File: config.mk
export PLATFORM = sky130hd
export DESIGN_NAME = context_register_file
export DESIGN_NICKNAME = d
export VERILOG_FILES = /design/src/rtl/register_file_pkg.sv /design/src/rtl/addr_pointer.sv /design/src/rtl/context_register_file.sv
export SDC_FILE = /design/constraint.sdc
export NUM_CORES = 1
export LEC_CHECK = 0
export CAP_MARGIN = 30
export CORE_MARGIN = 1
export CORE_UTILIZATION = 39
export CTS_CLUSTER_SIZE = 10
export DETAILED_ROUTE_END_ITERATION = 16
export GPL_ROUTABILITY_DRIVEN = 0
export GPL_TIMING_DRIVEN = 0
export SLEW_MARGIN = 20
export SYNTH_ARGS = -nofsm -noshare
export SYNTH_HDL_FRONTEND = slang
export SYNTH_SLANG_ARGS = --single-unit
File: constraint.sdc
create_clock -name clk -period 3.3 [get_ports clk]
set_clock_uncertainty 0.05 [all_clocks]
set_input_delay 0.66 -clock clk [delete_from_list [all_inputs] [get_ports clk]]
set_output_delay 0.66 -clock clk [all_outputs]
set_load 0.005 [all_outputs]
File: src/rtl/register_file_pkg.sv
// Shared types for the context register file: register address map,
// STATUS flag positions and context save/restore engine states.
package register_file_pkg;

  typedef enum logic [3:0] {
    REG_R0     = 4'd0,
    REG_R1     = 4'd1,
    REG_R2     = 4'd2,
    REG_R3     = 4'd3,
    REG_R4     = 4'd4,
    REG_R5     = 4'd5,
    REG_R6     = 4'd6,
    REG_R7     = 4'd7,
    REG_ACC    = 4'd8,
    REG_DBAR   = 4'd9,
    REG_DOFF   = 4'd10,
    REG_IBAR   = 4'd11,
    REG_IOFF   = 4'd12,
    REG_STATUS = 4'd13
  } reg_addr_t;

  localparam int ZERO_FLAG     = 0;
  localparam int NEGATIVE_FLAG = 1;
  localparam int CARRY_FLAG    = 2;
  localparam int OVERFLOW_FLAG = 3;

  typedef enum logic [1:0] {
    CTX_IDLE    = 2'd0,
    CTX_SAVE    = 2'd1,
    CTX_RESTORE = 2'd2
  } ctx_state_t;

  // Non-GPR registers carried by a context: ACC, DBAR, DOFF, IBAR, IOFF, STATUS.
  localparam int CTX_EXTRA = 6;

endpackage

File: src/rtl/addr_pointer.sv
// Base/offset memory address pointer with independent field loads and a
// post-modify +1/-1 step that carries or borrows from offset into base.
module addr_pointer #(
  parameter int BASE_W = 4,
  parameter int OFF_W  = 8
) (
  input  logic              clk,
  input  logic              rst_n,
  input  logic              load_base_i,
  input  logic [BASE_W-1:0] base_i,
  input  logic              load_off_i,
  input  logic [OFF_W-1:0]  off_i,
  input  logic              inc_i,
  input  logic              dec_i,
  output logic [BASE_W-1:0] base_o,
  output logic [OFF_W-1:0]  off_o
);

  localparam int PTR_W = BASE_W + OFF_W;

  logic [BASE_W-1:0] base_q, base_d;
  logic [OFF_W-1:0]  off_q, off_d;
  logic [PTR_W-1:0]  ptr_step;

  always_comb begin
    ptr_step = {base_q, off_q};
    if (inc_i && !dec_i) begin
      ptr_step = ptr_step + PTR_W'(1);
    end else if (dec_i && !inc_i) begin
      ptr_step = ptr_step - PTR_W'(1);
    end
    base_d = ptr_step[PTR_W-1:OFF_W];
    off_d  = ptr_step[OFF_W-1:0];
    // Any explicit load cancels the whole step; the unloaded field holds.
    if (load_base_i || load_off_i) begin
      base_d = load_base_i ? base_i : base_q;
      off_d  = load_off_i  ? off_i  : off_q;
    end
  end

  always_ff @(posedge clk or negedge rst_n) begin
    if (!rst_n) begin
      base_q <= '0;
      off_q  <= '0;
    end else begin
      base_q <= base_d;
      off_q  <= off_d;
    end
  end

  assign base_o = base_q;
  assign off_o  = off_q;

endmodule

File: src/rtl/context_register_file.sv
// CPU register file with GPRs, ACC, DMAR/IMAR pointers, STATUS, two
// combinational read ports and a one-register-per-cycle shadow context engine.
module context_register_file
  import register_file_pkg::*;
#(
  parameter int DATA_W         = 8,
  parameter int I_ADDR_WIDTH   = 12,
  parameter int D_ADDR_WIDTH   = 12,
  parameter int NUM_GPR        = 8,
  parameter int REG_ADDR_WIDTH = 4
) (
  input  logic                      clk,
  input  logic                      reset_n,
  output logic [DATA_W-1:0]         acc_out,
  input  logic [DATA_W-1:0]         acc_in,
  input  logic                      acc_src_sel,
  input  logic                      acc_write_enable,
  input  logic                      put_enable,
  input  logic [REG_ADDR_WIDTH-1:0] put_addr,
  input  logic [REG_ADDR_WIDTH-1:0] rd_addr_a,
  input  logic [REG_ADDR_WIDTH-1:0] rd_addr_b,
  output logic [DATA_W-1:0]         rd_data_a,
  output logic [DATA_W-1:0]         rd_data_b,
  input  logic                      status_write_enable,
  input  logic [3:0]                flags_in,
  input  logic                      dmar_inc,
  input  logic                      dmar_dec,
  input  logic                      imar_inc,
  input  logic                      ctx_save,
  input  logic                      ctx_restore,
  output logic                      ctx_busy,
  output logic                      ctx_done,
  output logic [D_ADDR_WIDTH-1:0]   dmar,
  output logic [I_ADDR_WIDTH-1:0]   imar
);

  localparam int CTX_LEN     = NUM_GPR + CTX_EXTRA;
  localparam int IDX_W       = $clog2(CTX_LEN);
  localparam int NUM_ADDR    = 2 ** REG_ADDR_WIDTH;
  localparam int DB_W        = D_ADDR_WIDTH - DATA_W;
  localparam int IB_W        = I_ADDR_WIDTH - DATA_W;
  localparam int ADDR_ACC    = int'(REG_ACC);
  localparam int ADDR_DBAR   = int'(REG_DBAR);
  localparam int ADDR_DOFF   = int'(REG_DOFF);
  localparam int ADDR_IBAR   = int'(REG_IBAR);
  localparam int ADDR_IOFF   = int'(REG_IOFF);
  localparam int ADDR_STATUS = int'(REG_STATUS);
  // Context slot of each non-GPR register; slots 0..NUM_GPR-1 are the GPRs.
  localparam int SLOT_ACC    = NUM_GPR;
  localparam int SLOT_DBAR   = NUM_GPR + 1;
  localparam int SLOT_DOFF   = NUM_GPR + 2;
  localparam int SLOT_IBAR   = NUM_GPR + 3;
  localparam int SLOT_IOFF   = NUM_GPR + 4;
  localparam int SLOT_STATUS = NUM_GPR + 5;

  logic [DATA_W-1:0] gpr_q    [NUM_GPR];
  logic [DATA_W-1:0] gpr_d    [NUM_GPR];
  logic [DATA_W-1:0] shadow_q [CTX_LEN];
  logic [DATA_W-1:0] shadow_d [CTX_LEN];
  logic [DATA_W-1:0] ctx_live [CTX_LEN];
  logic [DATA_W-1:0] reg_view [NUM_ADDR];
  logic [DATA_W-1:0] acc_q, acc_d;
  logic [DATA_W-1:0] status_q, status_d;
  logic [DATA_W-1:0] restore_val;

  ctx_state_t       state_q;
  logic [IDX_W-1:0] idx_q;
  logic             ctx_busy_q;
  logic             ctx_done_q;
  logic             idle;

  logic [DB_W-1:0]   dbar, dbar_wdata;
  logic [DATA_W-1:0] doff, doff_wdata;
  logic [IB_W-1:0]   ibar, ibar_wdata;
  logic [DATA_W-1:0] ioff, ioff_wdata;
  logic              dbar_load, doff_load, ibar_load, ioff_load;

  logic put_ok;
  logic bypass_a, bypass_b;

  function automatic logic is_writable(input logic [REG_ADDR_WIDTH-1:0] addr);
    return (int'(addr) < NUM_GPR) ||
           ((int'(addr) >= ADDR_DBAR) && (int'(addr) <= ADDR_STATUS));
  endfunction

  assign idle = (state_q == CTX_IDLE);

  // Live register values in context order; base registers zero-extended.
  generate
    for (genvar gi = 0; gi < NUM_GPR; gi++) begin : g_ctx_gpr
      assign ctx_live[gi] = gpr_q[gi];
    end
  endgenerate
  assign ctx_live[SLOT_ACC]    = acc_q;
  assign ctx_live[SLOT_DBAR]   = DATA_W'(dbar);
  assign ctx_live[SLOT_DOFF]   = doff;
  assign ctx_live[SLOT_IBAR]   = DATA_W'(ibar);
  assign ctx_live[SLOT_IOFF]   = ioff;
  assign ctx_live[SLOT_STATUS] = status_q;

  generate
    for (genvar gi = 0; gi < NUM_ADDR; gi++) begin : g_view
      if (gi < NUM_GPR) begin : g_gpr
        assign reg_view[gi] = ctx_live[gi];
      end else if ((gi >= ADDR_ACC) && (gi <= ADDR_STATUS)) begin : g_special
        assign reg_view[gi] = ctx_live[NUM_GPR + gi - ADDR_ACC];
      end else begin : g_unmapped
        assign reg_view[gi] = '0;
      end
    end
  endgenerate

  assign put_ok    = is_writable(put_addr);
  assign bypass_a  = idle && put_enable && put_ok && (put_addr == rd_addr_a);
  assign bypass_b  = idle && put_enable && put_ok && (put_addr == rd_addr_b);
  assign rd_data_a = bypass_a ? acc_q : reg_view[rd_addr_a];
  assign rd_data_b = bypass_b ? acc_q : reg_view[rd_addr_b];

  always_comb begin
    gpr_d       = gpr_q;
    shadow_d    = shadow_q;
    acc_d       = acc_q;
    status_d    = status_q;
    dbar_load   = 1'b0;
    doff_load   = 1'b0;
    ibar_load   = 1'b0;
    ioff_load   = 1'b0;
    dbar_wdata  = acc_q[DB_W-1:0];
    doff_wdata  = acc_q;
    ibar_wdata  = acc_q[IB_W-1:0];
    ioff_wdata  = acc_q;
    restore_val = '0;
    for (int i = 0; i < CTX_LEN; i++) begin
      if (idx_q == IDX_W'(i)) restore_val = shadow_q[i];
    end

    case (state_q)
      CTX_SAVE: begin
        for (int i = 0; i < CTX_LEN; i++) begin
          if (idx_q == IDX_W'(i)) shadow_d[i] = ctx_live[i];
        end
      end
      CTX_RESTORE: begin
        for (int i = 0; i < NUM_GPR; i++) begin
          if (idx_q == IDX_W'(i)) gpr_d[i] = restore_val;
        end
        if (idx_q == IDX_W'(SLOT_ACC)) acc_d = restore_val;
        if (idx_q == IDX_W'(SLOT_DBAR)) begin
          dbar_load  = 1'b1;
          dbar_wdata = restore_val[DB_W-1:0];
        end
        if (idx_q == IDX_W'(SLOT_DOFF)) begin
          doff_load  = 1'b1;
          doff_wdata = restore_val;
        end
        if (idx_q == IDX_W'(SLOT_IBAR)) begin
          ibar_load  = 1'b1;
          ibar_wdata = restore_val[IB_W-1:0];
        end
        if (idx_q == IDX_W'(SLOT_IOFF)) begin
          ioff_load  = 1'b1;
          ioff_wdata = restore_val;
        end
        if (idx_q == IDX_W'(SLOT_STATUS)) status_d = restore_val;
      end
      default: begin
        if (acc_write_enable) acc_d = acc_src_sel ? rd_data_b : acc_in;
        if (put_enable && put_ok) begin
          for (int i = 0; i < NUM_GPR; i++) begin
            if (put_addr == REG_ADDR_WIDTH'(i)) gpr_d[i] = acc_q;
          end
          dbar_load = (put_addr == REG_ADDR_WIDTH'(ADDR_DBAR));
          doff_load = (put_addr == REG_ADDR_WIDTH'(ADDR_DOFF));
          ibar_load = (put_addr == REG_ADDR_WIDTH'(ADDR_IBAR));
          ioff_load = (put_addr == REG_ADDR_WIDTH'(ADDR_IOFF));
          if (put_addr == REG_ADDR_WIDTH'(ADDR_STATUS)) begin
            status_d[DATA_W-1:4] = acc_q[DATA_W-1:4];
          end
        end
        // Flags are applied last so they win bits 3:0 over a same-cycle PUT.
        if (status_write_enable) status_d[OVERFLOW_FLAG:ZERO_FLAG] = flags_in;
      end
    endcase
  end

  always_ff @(posedge clk or negedge reset_n) begin
    if (!reset_n) begin
      for (int i = 0; i < NUM_GPR; i++) gpr_q[i] <= '0;
      for (int i = 0; i < CTX_LEN; i++) shadow_q[i] <= '0;
      acc_q    <= '0;
      status_q <= '0;
    end else begin
      gpr_q    <= gpr_d;
      shadow_q <= shadow_d;
      acc_q    <= acc_d;
      status_q <= status_d;
    end
  end

  always_ff @(posedge clk or negedge reset_n) begin
    if (!reset_n) begin
      state_q    <= CTX_IDLE;
      idx_q      <= '0;
      ctx_busy_q <= 1'b0;
      ctx_done_q <= 1'b0;
    end else begin
      case (state_q)
        CTX_IDLE: begin
          ctx_done_q <= 1'b0;
          idx_q      <= '0;
          if (ctx_save) begin
            state_q    <= CTX_SAVE;
            ctx_busy_q <= 1'b1;
          end else if (ctx_restore) begin
            state_q    <= CTX_RESTORE;
            ctx_busy_q <= 1'b1;
          end
        end
        default: begin
          if (idx_q == IDX_W'(CTX_LEN - 1)) begin
            state_q    <= CTX_IDLE;
            idx_q      <= '0;
            ctx_busy_q <= 1'b0;
            ctx_done_q <= 1'b1;
          end else begin
            idx_q <= idx_q + IDX_W'(1);
          end
        end
      endcase
    end
  end

  addr_pointer #(
    .BASE_W(DB_W),
    .OFF_W (DATA_W)
  ) u_dmar (
    .clk        (clk),
    .rst_n      (reset_n),
    .load_base_i(dbar_load),
    .base_i     (dbar_wdata),
    .load_off_i (doff_load),
    .off_i      (doff_wdata),
    .inc_i      (dmar_inc && idle),
    .dec_i      (dmar_dec && idle),
    .base_o     (dbar),
    .off_o      (doff)
  );

  addr_pointer #(
    .BASE_W(IB_W),
    .OFF_W (DATA_W)
  ) u_imar (
    .clk        (clk),
    .rst_n      (reset_n),
    .load_base_i(ibar_load),
    .base_i     (ibar_wdata),
    .load_off_i (ioff_load),
    .off_i      (ioff_wdata),
    .inc_i      (imar_inc && idle),
    .dec_i      (1'b0),
    .base_o     (ibar),
    .off_o      (ioff)
  );

  assign acc_out  = acc_q;
  assign ctx_busy = ctx_busy_q;
  assign ctx_done = ctx_done_q;
  assign dmar     = {dbar, doff};
  assign imar     = {ibar, ioff};

endmodule

After elaboration in Yosys (flattened, before gate mapping) --
Cells that the tools add are included.
Storage, ports and cells: flip-flop bits (word level) 216, input port bits 35, word-level logic and storage cells 244
Cells by class: add/sub/neg operators 4, order comparisons 5, equality and inequality tests 44, mux-type cells 91, bitwise gates (word level) 3, reduce and logical (&&, ||, !) cells 64
Operators by type and width (count):
- two-way mux 8 bit | 47
- case mux 64 bit (2 select lines) | 1
- binary-select mux 8 bit (select 4 bit) | 2
- two-way mux 64 bit | 1
- two-way mux 4 bit | 13
- == test 4 bit (second input constant) | 11
- AND reduction 2 bit | 19
- two-way mux 12 bit | 3
- AND reduction 4 bit | 9
- == test 4 x 3 -> 1 bit (second input constant) | 8
- case mux 8 bit (2 select lines) | 2
- nonzero test 2 bit | 14
- adder 12 x 1 -> 12 bit (second input constant) | 2
- != test 2 bit (second input constant) | 10
- == test 4 x 2 -> 1 bit (second input constant) | 4
- two-way mux 1 bit | 14
- subtractor 12 x 1 -> 12 bit (second input constant) | 1
- logical AND 1 bit | 11
- >= comparator 5 bit (second input constant) | 2
- NOT 4 -> 5 bit | 2
- == test 4 x 1 -> 1 bit (second input constant) | 2
- == test 4 bit | 2
- logical NOT 4 bit | 2
- two-way mux 2 bit | 4
- 15 further kinds | 25

Depth between registers and ports, before layout --
Gate-level depths: netlist of run 1.
depth after elaboration 18, depth in mapped cells 11, mapped depth without buffers 10

Hierarchy --
Synthesis of run 1 repeated with hierarchy kept, for this count alone.
Unflattened totals: cells, all modules 1370, area, all modules 14079.8 µm²
By module, submodules not included:
- context_register_file | times used 1, cells an instance 1128, area each 11975.2 µm², sequential area each 4804.6 µm²
- addr_pointer | times used 2, cells an instance 121, area each 1052.3 µm², sequential area each 300.3 µm²

Least setup slack after synthesis of run 1 --
OpenSTA, ideal clock, no wires.
path kind input to output, from in rd_addr_b[0], to out rd_data_b[1], arrival time 2412 ps, slack 178 ps, cell stages on the path 7, path buffers 3, path through clkbuf_1 buf_2 buf_2 mux4_2 nand2_1 o211ai_1 mux2_2
On the way: cells in the longest elaborated chain, start to end 5
RTL lines:
- start, declared | line context_register_file.sv:21 | input logic [REG_ADDR_WIDTH-1:0] rd_addr_b,
- NOT 4 -> 5 bit (not written as such) | line context_register_file.sv:117 | assign rd_data_b = bypass_b ? acc_q : reg_view[rd_addr_b];
- binary-select mux 8 bit (select 4 bit) | line context_register_file.sv:117
- two-way mux 8 bit (not written as such) (2 in series) | line context_register_file.sv:117
- two-way mux 8 bit * | line context_register_file.sv:117
- end, declared | line context_register_file.sv:23 | output logic [DATA_W-1:0] rd_data_b,
Every way passes the cells marked *; elsewhere a longest branch is shown, timed or not. The select of a mux whose other input is x is not followed.

Final worst setup path of run 1 --
from reg idx_q[1], to reg gpr_q, in the netlist ctx_live[96]
On the way: cells in the longest elaborated chain, start to end 16
RTL lines:
- start, declared | line context_register_file.sv:67 | logic [IDX_W-1:0] idx_q;
- start signal, assigned | line context_register_file.sv:226 | idx_q <= idx_q + IDX_W'(1);
- == test 4 x 1 -> 1 bit | line context_register_file.sv:134, context_register_file.sv:145
- two-way mux 8 bit (13 in series) | line context_register_file.sv:134 | if (idx_q == IDX_W'(i)) restore_val = shadow_q[i];
- two-way mux 8 bit | line context_register_file.sv:145 | if (idx_q == IDX_W'(i)) gpr_d[i] = restore_val;
- case mux 64 bit (2 select lines) | line context_register_file.sv:137 | case (state_q)
- end signal, assigned | line context_register_file.sv:193 | gpr_q <= gpr_d;
- end, declared | line context_register_file.sv:56 | logic [DATA_W-1:0] gpr_q [NUM_GPR];
Several ways; a longest one is shown, not always the timed one. The select of a mux whose other input is x is not followed. A chain may end at the register's enable or synchronous reset.

==> impl_metrics.tcl, run 1 <==
set metrics [dict create \
    status "complete, but fails checks" \
    failed_checks "setup timing" \
    grt_pass1_wl_um 79250 \
    wirelength_um 54110 \
    cts.sinks 216 \
    critPathLaunchType "flip-flop" \
    tritoncts "built" \
    grt_max_degree 89 \
    r2r-start "idx_q[1]" \
    ir_drop_mv 0.4567 \
    area_growth_pct 21.46 \
    synth_area_um2 13700 \
    cp_cell_sequence "buf_2 > buf_4 > mux2i_1 > a2111oi_0 > o311a_1 > mux2_2 > mux2_2" \
    cp_num_buf_inv 2 \
    grt_usage_pct 30.11 \
    routedWlPerCell_um 28.63 \
    dieArea_um2 35880 \
    p_leak_nw 7.030 \
    worst-r2r-setup-slack_ns -0.07 \
    dieWidth_um 189.4 \
    clock.fmax_ghz 0.2967 \
    synth-main-ff-cell "dfrtp_1" \
    antenna_left 0 \
    regToRegEndpoint "ctx_live[96]" \
    async_reset_ff_share_pct 100.0 \
    crit_path_end_kind "flip-flop" \
    reg2regPathDepth 7 \
    crit_arrival_ns 3.81 \
    ys_warn_count 0 \
    drc 0 \
    ys_top_cells_by_area "dfrtp_1 39%, mux2_2 12%, mux4_2 6.7%" \
    io_pins 85 \
    synth_seq_cells 216 \
    rsz0062_at_grt "yes" \
    critPathKind "flip-flop to flip-flop" \
    worstMarginPinSlew_ns 1.092 \
    die_height_um 189.4 \
    fin_nets 1480 \
    period_needed_ns 3.371 \
    routed-via-count 12170 \
    placed_area_um2 15120 \
    cts_buffers 26 \
    drtPass1Iterations 8 \
    n_antenna_cell 0 \
    relSlewSlack_pct 26.92 \
    dp.final_hpwl_um 39750 \
    required_ns 3.73 \
    clkTransAtPathRegs_ns 0.06 \
    viasPerCell 6.437 \
    synth_edf_count 0 \
    setup_viol 23 \
    start_util_pct 39.66 \
    p_per_area_nw_per_um2 946.1 \
    hold-path-endpoint "shadow_q[96]" \
    critPathSlowestCell "a2111oi_0" \
    htreeDepth 1 \
    setup_tns_ns -1.114 \
    grt_overflow_total 0 \
    synth_cell_types 91 \
    hold_violations 0 \
    antenna_found_initial 0 \
    fin_area_um2 16640 \
    drtIter0Drc 1537 \
    core_area_um2 34540 \
    hold_depth 1 \
    timing.final.crit_share_pct 102.1 \
    critPathMostFrequentCell "mux2_2" \
    grt_pass1_vias 11690 \
    ys_seq_area_share_pct 39.46 \
    critical_path.max_stage_delay_ns 0.73 \
    rows 68 \
    path_delay_family "compound AO/OA/AOI/OAI gates" \
    crit_fanout 10 \
    setup_slack_ns -0.07077 \
    synth_top_cell_by_area "dfrtp_1" \
    io_buffers 76 \
    drv_slew 0 \
    clk_latency_ns 0.56 \
    cts-root-buf "clkbuf_16" \
    avgSynthCellArea_um2 10.65 \
    syn_nets 1336 \
    worstHoldStart "shadow_q[96]" \
    cts.path.max_buffers 3 \
    synth_top_area_share_pct 39.46 \
    drv_cap 0 \
    hold_path_class "flip-flop to flip-flop" \
    drive_above_1_share_pct 29.27 \
    syn_inst 1286 \
]
what timing repair did:
item / in CTS / in global routing
hold buffers: 1 / 0
hold endpoints to repair: 44 / 0
gates resized for setup: 134 / 34
pin swaps: 5 / 4
setup endpoints to repair: 40 / 64
buffers inserted: 17 / 18
routing by layer:
metal  GRT usage (%)  wire (µm)  vias to the layer above
met1           40.78      21970                     6083
met2           45.60      23380                      795
li1                -          -                     5100
met5               0          0                        -
met4           15.38       3470                        0
met3           5.987       5291                      187
report_power, final:
part	leakage (nW)	internal [mW]	switching [mW]	total [mW]
logic	3.88	3.54	4.59	8.13
clock network	0.360	1.48	1.12	2.60
registers	2.79	3.67	1.34	5.01
kinds of logic (layout without fill, tap and decap cells):
kind of cell	Yosys count	in the layout	share of synthesized area [%]
buffers and inverters	131	280	5.087
multiplexers	265	265	24.55
AO/OA/AOI/OAI	299	299	15.31
XOR/XNOR	29	29	1.854
flip-flops	216	216	39.46
adder cells (fa/ha/maj)	15	15	1.425
AND/OR/NAND/NOR	331	331	12.32
state kept, by name, indices dropped and copies added (netlist names), 2 cells and up:
register       cells
u_dmar.off_o       8
status_q           8
ctx_live          64
shadow_q         104
u_imar.base_o      4
acc_out            8
u_imar.off_o       8
state_q            2
idx_q              4
u_dmar.base_o      4
stage by stage:
| step | std cells | total power [mW] | hold WS [ns] | worst slack [ns] | utilization [%] |
|---|---|---|---|---|---|
| after floorplan | 1286 | 8.950 | 0.3144 | 0.1783 | - |
| after global placement | 1817 | 12.23 | 0.4327 | -7.883 | 43.51 |
| after detailed placement | 1823 | 12.38 | 0.4385 | -2.007 | 43.78 |
| after CTS | 1870 | 15.31 | 0.4511 | -0.2276 | 47.48 |
| after global routing | 1890 | 16.29 | 0.4741 | -0.05338 | 48.17 |
| final | 1890 | 15.74 | 0.4512 | -0.07077 | 48.17 |
synth_stat cells, types with 6 or more instances:
master / count
a221oi_1: 6
o21bai_1: 8
nand3_1: 40
o221ai_1: 11
nand3b_1: 10
mux4_2: 41
o21a_1: 9
a22oi_1: 13
nor3_1: 15
xnor2_1: 7
ha_1: 14
dfrtp_1: 216
clkbuf_1: 34
mux2_1: 12
nor2b_1: 27
o211ai_1: 16
a21o_1: 6
buf_2: 29
mux2_2: 146
o31ai_1: 6
buf_1: 8
a21oi_1: 42
o21ai_1: 36
a211oi_1: 14
mux2i_1: 66
o21ai_0: 38
a31oi_1: 15
o22ai_1: 22
nand2b_1: 14
nand2_1: 90
inv_1: 16
xor2_1: 22
nor2_1: 75
buf_4: 37
or3_1: 6
worst max path at each step:
| stage | from | endpoint | slack, ns | cells past startpoint |
|---|---|---|---|---|
| after floorplan | rd_addr_b[0] | rd_data_b[1] | 0.18 | 7 |
| after global placement | reset_n | ctx_live[53] | -7.88 | 1 |
| after detailed placement | rd_addr_b[1] | rd_data_b[1] | -2.01 | 8 |
| after CTS | rd_addr_b[1] | rd_data_b[1] | -0.23 | 8 |
| after global routing | rd_addr_b[2] | rd_data_b[3] | -0.05 | 8 |
| final | idx_q[1] | ctx_live[96] | -0.07 | 7 |
area by class of cell:
cell class / instances / area, µm²
Tap cell: 455 / 569.3
Clock buffer: 31 / 699.4
Inverter: 19 / 73.82
Buffer: 108 / 857.1
Clock inverter: 2 / 38.79
Multi-Input combinational cell: 939 / 7856
Sequential cell: 216 / 5414
Fill cell: 3201 / 17900
Timing Repair Buffer: 120 / 1131
cells in the final DEF (no fill, tap or decap), types with 13 or more instances in the layout:
cell / instances
mux2i_1: 56
o22ai_1: 21
buf_2: 23
mux4_2: 41
buf_4: 73
dfrtp_1: 209
nor2b_1: 26
clkbuf_1: 14
nor3_1: 15
mux2_2: 144
nand2b_1: 14
o21ai_0: 35
o211ai_1: 16
clkbuf_16: 30
clkdlybuf4s50_1: 55
clkbuf_2: 13
o21ai_1: 37
a21oi_1: 41
nand3_1: 39
xor2_1: 22
a211oi_1: 14
nand2_1: 87
inv_1: 16
a31oi_1: 14
nor2_1: 75
ha_1: 13
worst reg2reg max path: stages, from the launching register on:
cell and delay, ns:
dfrtp_1 0.48, buf_2 0.28, buf_4 0.27, mux2i_1 0.16, a2111oi_0 0.73, o311a_1 0.70
mux2_2 0.44, mux2_2 0.20
(Power assumes the default switching activity.)
==> inputs of run 2 (changes only) <==
- GPL_ROUTABILITY_DRIVEN: 0 -> not set
==> impl_metrics.tcl, run 2 (same netlist as run 1, synthesis figures left out) <==
set metrics [dict create \
    clock.fmax_ghz 0.2967 \
    regMostFlops "shadow_q" \
    critical_path.max_stage_delay_ns 0.51 \
    grt_overflow_total 0 \
    antenna_left 0 \
    required_ns 3.66 \
    die_height_um 189.4 \
    io_buffers 76 \
    grt_pass1_wl_um 81480 \
    place_congestion 1.004 \
    relSlewSlack_pct 43.66 \
    largest_reg_flops 104 \
    critPathKind "flip-flop to flip-flop" \
    rsz0062_at_grt "no" \
    crit_fanout 10 \
    dp_slack_ns -2.209 \
    dp.final_hpwl_um 41470 \
    crit_path_end_kind "flip-flop" \
    start_util_pct 39.66 \
    final_common_cell "dfrtp_1" \
    final_cell_mix "212 x dfrtp_1, 144 x mux2_2, 88 x nand2_1, 74 x nor2_1, 72 x buf_4" \
    cts.sinks 216 \
    timing.final.crit_share_pct 102.2 \
    cts_buffers 26 \
    routed-via-count 11980 \
    dieWidth_um 189.4 \
    p_leak_nw 7.031 \
    drv_cap 0 \
    grt_busiest_layer "met2" \
    clk_latency_ns 0.55 \
    viasPerCell 6.349 \
    tritoncts "built" \
    rows 68 \
    cts.path.max_buffers 3 \
    drc 0 \
    grt_usage_pct 31.41 \
    drive_above_1_share_pct 29.33 \
    routedWlPerCell_um 29.93 \
    core_area_um2 34540 \
    area_growth_pct 21.87 \
    critPathMostFrequentCell "buf_2" \
    drtIter0Drc 1500 \
    n_antenna_cell 0 \
    p_per_area_nw_per_um2 951.3 \
    cts-root-buf "clkbuf_16" \
    crit_arrival_ns 3.73 \
    period_needed_ns 3.371 \
    drtPass1Iterations 6 \
    stdcell_count 1887 \
    fin_nets 1478 \
    hold_path_class "flip-flop to flip-flop" \
    hold_violations 0 \
    met1_usage_pct 42.93 \
    drv_slew 0 \
    critPathLaunchType "flip-flop" \
    setup_viol 3 \
    setup_slack_ns -0.07096 \
    grtUsageMet3_pct 5.227 \
    dieArea_um2 35880 \
    dp.cells 1825 \
    grt_max_degree 96 \
    clkTransAtPathRegs_ns 0.06 \
    htreeDepth 1 \
    ir_drop_mv 0.4969 \
    grt_pass1_vias 11660 \
    antenna_found_initial 1 \
    grtUsageMet2_pct 47.72 \
    failed_checks "setup timing" \
    cp_cell_sequence "buf_2 > buf_2 > buf_2 > mux2i_1 > nand2_1 > o31ai_1 > o31a_2 > clkbuf_2 > buf_8 > o221ai_1" \
    status "complete, but fails checks" \
    critPathSlowestCell "mux2i_1" \
    io_pins 85 \
    wirelength_um 56470 \
    worstMarginPinSlew_ns 0.8442 \
]
==> run 2: changes by cell type in the layout (fill, tap and decap cells not counted), moves of 3 or more <==
| cell | before | now |
|---|---|---|
| dfrtp_2 | 7 | 4 |
| clkbuf_8 | 6 | 3 |
| dlygate4sd2_1 | 11 | 14 |
| mux2i_4 | 5 | 9 |
| mux2i_1 | 56 | 53 |
| dfrtp_1 | 209 | 212 |
==> run 2: metal layers <==
layer	vias to the layer above	wire, µm
met5	-	11
met4	2	3170
met3	165	5219
met2	738	24980
met1	6000	23090
li1	5076	-
==> run 2: path summary, 6_finish.rpt <==
path,end,slack (ns),depth (start not counted),from
max in group asynchronous,shadow_q[62],1.84,3,reset_n
setup reg to reg,ctx_live[49],-0.07,10,idx_q[0]
min in group asynchronous,u_dmar.base_o[1],0.55,2,reset_n
hold reg to reg,shadow_q[99],0.45,1,shadow_q[99]
setup / recovery,ctx_live[49],-0.07,10,idx_q[0]
hold / removal,shadow_q[99],0.45,1,shadow_q[99]
==> run 2: repair_timing <==
action,4_1_cts,5_1_grt
hold endpoints to repair,40,0
resized for setup,138,29
cloned,1,0
pin swaps,7,3
setup buffers,14,16
endpoints found under the setup margin,89,46
hold buffers,1,0
==> run 2: worst max-delay path: cells and delay by family (launching register included) <==
family                 cells  cell delay (ns)
buffers and inverters      5             1.52
and+or+nand+nor            1             0.15
muxes                      1             0.51
AOI/OAI and AO/OA          3             0.65
DFF                        1             0.32
==> run 2: metrics by stage <==
stage                     hold WS, ns   TNS, ns  util, %  total power, mW  area, µm²
after global placement         0.4356  -1758.77    43.51            12.35      15030
final                          0.4500   -0.1273    48.33            15.88      16690
after floorplan                0.3144         0        -            8.950      13700
after detailed placement       0.4389    -35.45    43.85            12.53      15150
after CTS                      0.4521   -0.2785    47.58            15.44      16440
after global routing           0.4677         0    48.33            16.43      16690
==> run 2: final cells by class <==
type	instances	area, µm²
buffer	108	845.8
inverter	19	73.82
clock inverter	4	58.81
fill	3204	17850
tap	455	569.3
multi-input combinational	939	7923
timing repair buffer	118	1156
clock buffer	28	658.1
sequential	216	5410
==> run 2: power breakdown <==
part | switching, mW | internal [mW] | leakage, nW
clock network | 1.13 | 1.48 | 0.348
registers | 1.37 | 3.67 | 2.80
logic | 4.67 | 3.57 | 3.89
==> inputs of run 3 (changes only) <==
- clock period: 3.3 -> 4.2 ns (I/O delays scaled with it)
==> impl_metrics.tcl, run 3 (same netlist as run 1, synthesis figures left out) <==
set metrics [dict create \
    hold_path_class "input pin to async pin" \
    pwr-share-seq_pct 32.0 \
    critPathLaunchType "input pin" \
    worst-r2r-setup-slack_ns 0.38 \
    relSlewSlack_pct 36.99 \
    status "complete, but fails checks" \
    io_pins 85 \
    path_delay_family "buffers and inverters" \
    start_util_pct 39.66 \
    p_per_area_nw_per_um2 755.1 \
    drv_cap 0 \
    final_cell_mix "216 x dfrtp_1, 146 x mux2_2, 89 x nand2_1, 75 x nor2_1, 71 x clkdlybuf4s50_1" \
    crit_arrival_ns 3.32 \
    period_needed_ns 4.207 \
    crit_fanout 10 \
    regToRegEndpoint "u_imar.off_o[7]" \
    core_area_um2 34540 \
    regMostFlops "shadow_q" \
    fin_area_um2 16030 \
    clk_latency_ns 0.55 \
    grt_usage_pct 31.04 \
    dieArea_um2 35880 \
    n_antenna_cell 0 \
    largest_reg_flops 104 \
    wirelength_um 55630 \
    setup_slack_ns -0.007499 \
    antenna_left 0 \
    place_congestion 1.004 \
    worstMarginPinSlew_ns 0.9352 \
    fin_nets 1453 \
    p_leak_nw 6.747 \
    cts_hold_buf 0 \
    cts.sinks 216 \
    wl_met2_um 24620 \
    cts.path.max_buffers 3 \
    routedWlPerCell_um 29.88 \
    power_frac_comb_pct 51.2 \
    io_buffers 76 \
    htreeDepth 1 \
    placed_area_um2 15150 \
    drtIter0Drc 1320 \
    area_growth_pct 17.02 \
    cp_cell_sequence "clkdlybuf4s15_2 > buf_8 > clkbuf_8 > mux4_2 > mux2i_4 > o211ai_1 > mux2_2 > clkdlybuf4s50_1" \
    failed_checks "setup timing" \
    rsz0062_at_grt "yes" \
    setup_tns_ns -0.007499 \
    drive_above_1_share_pct 24.95 \
    critical_path.max_stage_delay_ns 0.46 \
    ir_drop_mv 0.3804 \
    grt_pass1_wl_um 80540 \
    cp_num_buf_inv 4 \
    grt_overflow_total 0 \
    drc 0 \
    critPathSlowestCell "clkdlybuf4s50_1" \
    grt_pass1_vias 11490 \
    crit_path_end_kind "output port" \
    clkTransAtPathRegs_ns 0.06 \
    dieWidth_um 189.4 \
    required_ns 3.31 \
    wl_met1_um 22610 \
    viasPerCell 6.390 \
    switching_share_pct 45.26 \
    timing.final.crit_share_pct 100.2 \
    clock.fmax_ghz 0.2377 \
    die_height_um 189.4 \
    grt_max_degree 96 \
    cts-root-buf "clkbuf_16" \
    antenna_found_initial 3 \
    routed-via-count 11900 \
    wl_met3_um 5366 \
    dp.final_hpwl_um 41470 \
    reg2regPathDepth 10 \
    intPower_mw 6.626 \
    pwr-share-clk_pct 16.8 \
    setup_viol 1 \
    hold_violations 0 \
    r2r-start "idx_q[0]" \
    p_sw_mw 5.479 \
    cts_buffers 26 \
    final_common_cell "dfrtp_1" \
    rows 68 \
    dp_slack_ns -1.669 \
    power_mw 12.10 \
    drtPass1Iterations 5 \
    critPathKind "input pin to output port" \
    top_layer "met5" \
    tritoncts "built" \
    drv_slew 0 \
]
==> run 3: cell types whose count changed in the layout (fill, tap and decap cells not counted), moves of 8 or more <==
cell,previous run,this run
buf_4,72,46
clkbuf_1,13,24
clkdlybuf4s50_1,55,71
dlygate4sd2_1,14,0
mux2i_1,53,64
mux2i_4,9,1
==> run 3: worst max-delay path by stage <==
stage	start	end	slack [ns]	cells after the start
2_1_floorplan	rd_addr_b[0]	rd_data_b[1]	0.72	7
3_3_place_gp	reset_n	ctx_live[69]	-7.25	1
3_5_place_dp	rd_addr_b[1]	rd_data_b[1]	-1.67	8
4_1_cts	rd_addr_b[0]	rd_data_b[3]	0.02	9
5_1_grt	put_addr[1]	rd_data_b[2]	-0.03	8
6_report	rd_addr_b[1]	rd_data_b[1]	-0.007	8
==> run 3: cell type report <==
class	count	area (µm²)
clock buffers	28	658.1
plain buffers	112	698.2
multi-input cells	939	7645
well taps	455	569.3
fillers	3257	18510
repair buffers	89	924.6
flip-flops and latches	216	5405
clock inverters	4	58.81
inverters	19	71.32
==> run 3: per-stage QoR <==
stage | util (%) | instances | hold slack [ns]
global placement | 43.51 | 1817 | 0.4356
CTS | 46.20 | 1857 | 0.1475
floorplan | - | 1286 | 0.4210
finish | 46.41 | 1862 | 0.1348
global route | 46.41 | 1862 | 0.1552
detailed placement | 43.85 | 1825 | 0.4389
==> run 3: power groups by stage <==
stage               Sequential, mW  Clock (mW)  Combinational [mW]
floorplan                     3.39           0                3.64
global placement              3.85           0                5.86
detailed placement            3.87           0                5.97
CTS                           3.84        2.05                6.02
global route                  3.95        2.14                6.45
finish                        3.87        2.03                6.20
==> run 3: metal layers <==
layer,vias up,global-route usage [%]
li1,5028,-
met1,5967,42.09
met2,737,47.72
met3,163,5.598
met4,4,15.17
met5,-,0
==> run 3: timing repair <==
| item | 4_1_cts | 5_1_grt |
|---|---|---|
| resized for setup | 36 | 18 |
| pin swaps | 1 | 1 |
| buffers inserted | 0 | 2 |
| setup endpoints to repair | 17 | 10 |
| cloned | 0 | 0 |
==> edit (flow settings as in run 1) <==
Change the parameter `I_ADDR_WIDTH` from 12 to 14.
--- a/src/rtl/context_register_file.sv
+++ b/src/rtl/context_register_file.sv
@@ -5,5 +5,5 @@
 #(
   parameter int DATA_W         = 8,
-  parameter int I_ADDR_WIDTH   = 12,
+  parameter int I_ADDR_WIDTH   = 14,
   parameter int D_ADDR_WIDTH   = 12,
   parameter int NUM_GPR        = 8,
Ports: changed (resized imar); port bits go from 85 to 87. The function was not compared with the original's and may differ.
==> edit against run 1 <==
The flow finishes with violations (DRC, setup timing); worst setup slack worse by 15 ps; power up 8.3%; synthesized area increased by 3.3%; routed wire length rose by 7.6%; critical path type is now in -> out; final area increased by 3.4%; sequential cell count grew 4; via count grew 6.7%; first-iteration DRC count rose by 7.2%.
==> edit: results (changes against run 1) <==
- Post-Synthesis Net Count: 1,420 (+6.3%)
- Max reg flops: 106 (+1.9%)
- Largest Register: shadow_q
- Slowest CP cell: or3_4
- Sequential fraction of the synthesis area: 0.389 (-0.00549)
- Yosys cell types: 96 (+5.5%)
- Largest net degree at the start of global routing: 96 (+7.9%)
- Adder-cell share of the synthesized area: 0.0138 (-0.000454)
- Layout cells sized above 1: 0.295 (+0.00254)
- Root buffer cell: clkbuf_16
- IO buf count: 81 (+6.6%)
- DRT iter0 DRCs: 1,648 (+7.2%)
- Reg clk slew, reported paths: 50 ps
- Place WS: -846 ps (+1160 ps)
- Failing checks: DRC, setup timing
- Status: finished with violations
- HP Class: reg -> reg
- Synth area leaders: dfrtp_1 39%, mux2_2 11%, mux4_2 6.7%
- Crit path max fanout: 6 (-4)
- Pre-antenna DRT Iters: 14 (+6)
- Final worst slack: -86.2 ps (-15.5 ps)
- Post-synth ARST share: 1.00 (unchanged)
- GR Util All Layers: 0.314 (+0.0128)
- Vias in the first global route: 12.3k (+5.5%)
- Worst hold start: shadow_q[96]
- Fin nets: 1,591 (+7.5%)
- Commonest cells post-synth: 220 x dfrtp_1, 136 x mux2_2, 119 x nor2_1
- Syn. warnings: 0 (unchanged)
- H-tree depth: 1 (unchanged)
- Max stage delay on crit path: 400 ps (-330 ps)
- # DRC: 12 (+12)
- Vias: 13.0k (+6.7%)
- Final Setup Violations: 6 (-74%)
- Post-Route WL: 58,200 um (+7.6%)
- Mux share of post-synthesis cell area: 0.221 (-0.0249)
- First-pass GRT wire length: 83,600 um (+5.4%)
- Maximum VDD drop: 0.469 mV (+2.7%)
- Antenna violations before repair: 2 (+2)
- Xor and xnor area share after synthesis: 0.0111 (-0.00740)
- Longest Clk Path Bufs: 3 (unchanged)
- Fillers: 3,308 (+3.3%)
- Hpwl dp: 41,900 um (+5.4%)
- Reg-to-reg critical path startpoint: idx_q[3]
- Synth Area in Compound Gates: 0.176 (+0.0231)
- Leak: 0.00735 uW (+4.6%)
- CP Data Arrival Time: 2680 ps (-1130 ps)
- Clk_lat worst skew: 560 ps (about the same)
- Worst-margin pin slew: 1030 ps (-57.8 ps)
- Clock buffer count from CTS: 27 (+3.8%)
- Worst path top cell family by delay: buffers and inverters
- Crit path launch: put_addr[0]
edit: layout make-up:
type                       instances  share of cell area
buffer                           124              0.0524
clock inverter                     5             0.00524
inverter                          36             0.00786
antenna                            1            0.000145
clock buffer                      31              0.0413
timing repair buffer             144              0.0761
multi-input combinational        988               0.462
tap                              461              0.0335
sequential                       220               0.321
edit: path summary, 6_finish.rpt:
path / end / slack (ps) / depth (start not counted)
worst min register to register: shadow_q[96] / 450 / 1
max in group asynchronous: u_imar.base_o[2] / 1730 / 3
worst min-delay path: shadow_q[96] / 450 / 1
worst max register to register: ctx_live[105] / 40 / 8
worst max-delay path: rd_data_b[5] / -90 / 10
min in group asynchronous: ctx_live[97] / 570 / 2
edit: logic make-up (layout without fill, tap and decap cells):
group,Yosys count,count (layout)
AO/OA/AOI/OAI,363,363
buffers and inverters,162,340
adder cells (fa/ha/maj),15,15
multiplexers,237,237
XOR/XNOR,18,18
flip-flops,220,220
AND/OR/NAND/NOR,355,355
other,0,1
edit: repair_timing:
action | 4_1_cts | 5_1_grt
buffers inserted | 35 | 24
hold buffers | 1 | 0
endpoints found under the hold margin | 16 | 0
gates resized for setup | 127 | 26
endpoints found under the setup margin | 21 | 25
pin swaps | 9 | 10
edit: metal layers:
layer	share of wire	track usage	vias up
met2	0.43	0.458	872
met1	0.39	0.427	6435
li1	-	-	5448
met3	0.13	0.0909	224
met4	0.054	0.146	2
met5	0.00022	0	-
edit: power by group:
group	internal [uW]	total (uW)	switching [uW]	leakage, uW
clock network	1660	2840	1180	0.000395
logic	3790	8910	5120	0.00419
registers	3720	5300	1580	0.00277
edit: metrics by stage:
stage	cell area, um2	TNS (ps)	std cells
global placement	15500	-1783310	1912
floorplan	14100	0	1370
global route	17200	-183	2009
detailed placement	15600	-16440	1914
CTS	16900	-53.4	1984
finish	17200	-166	2010
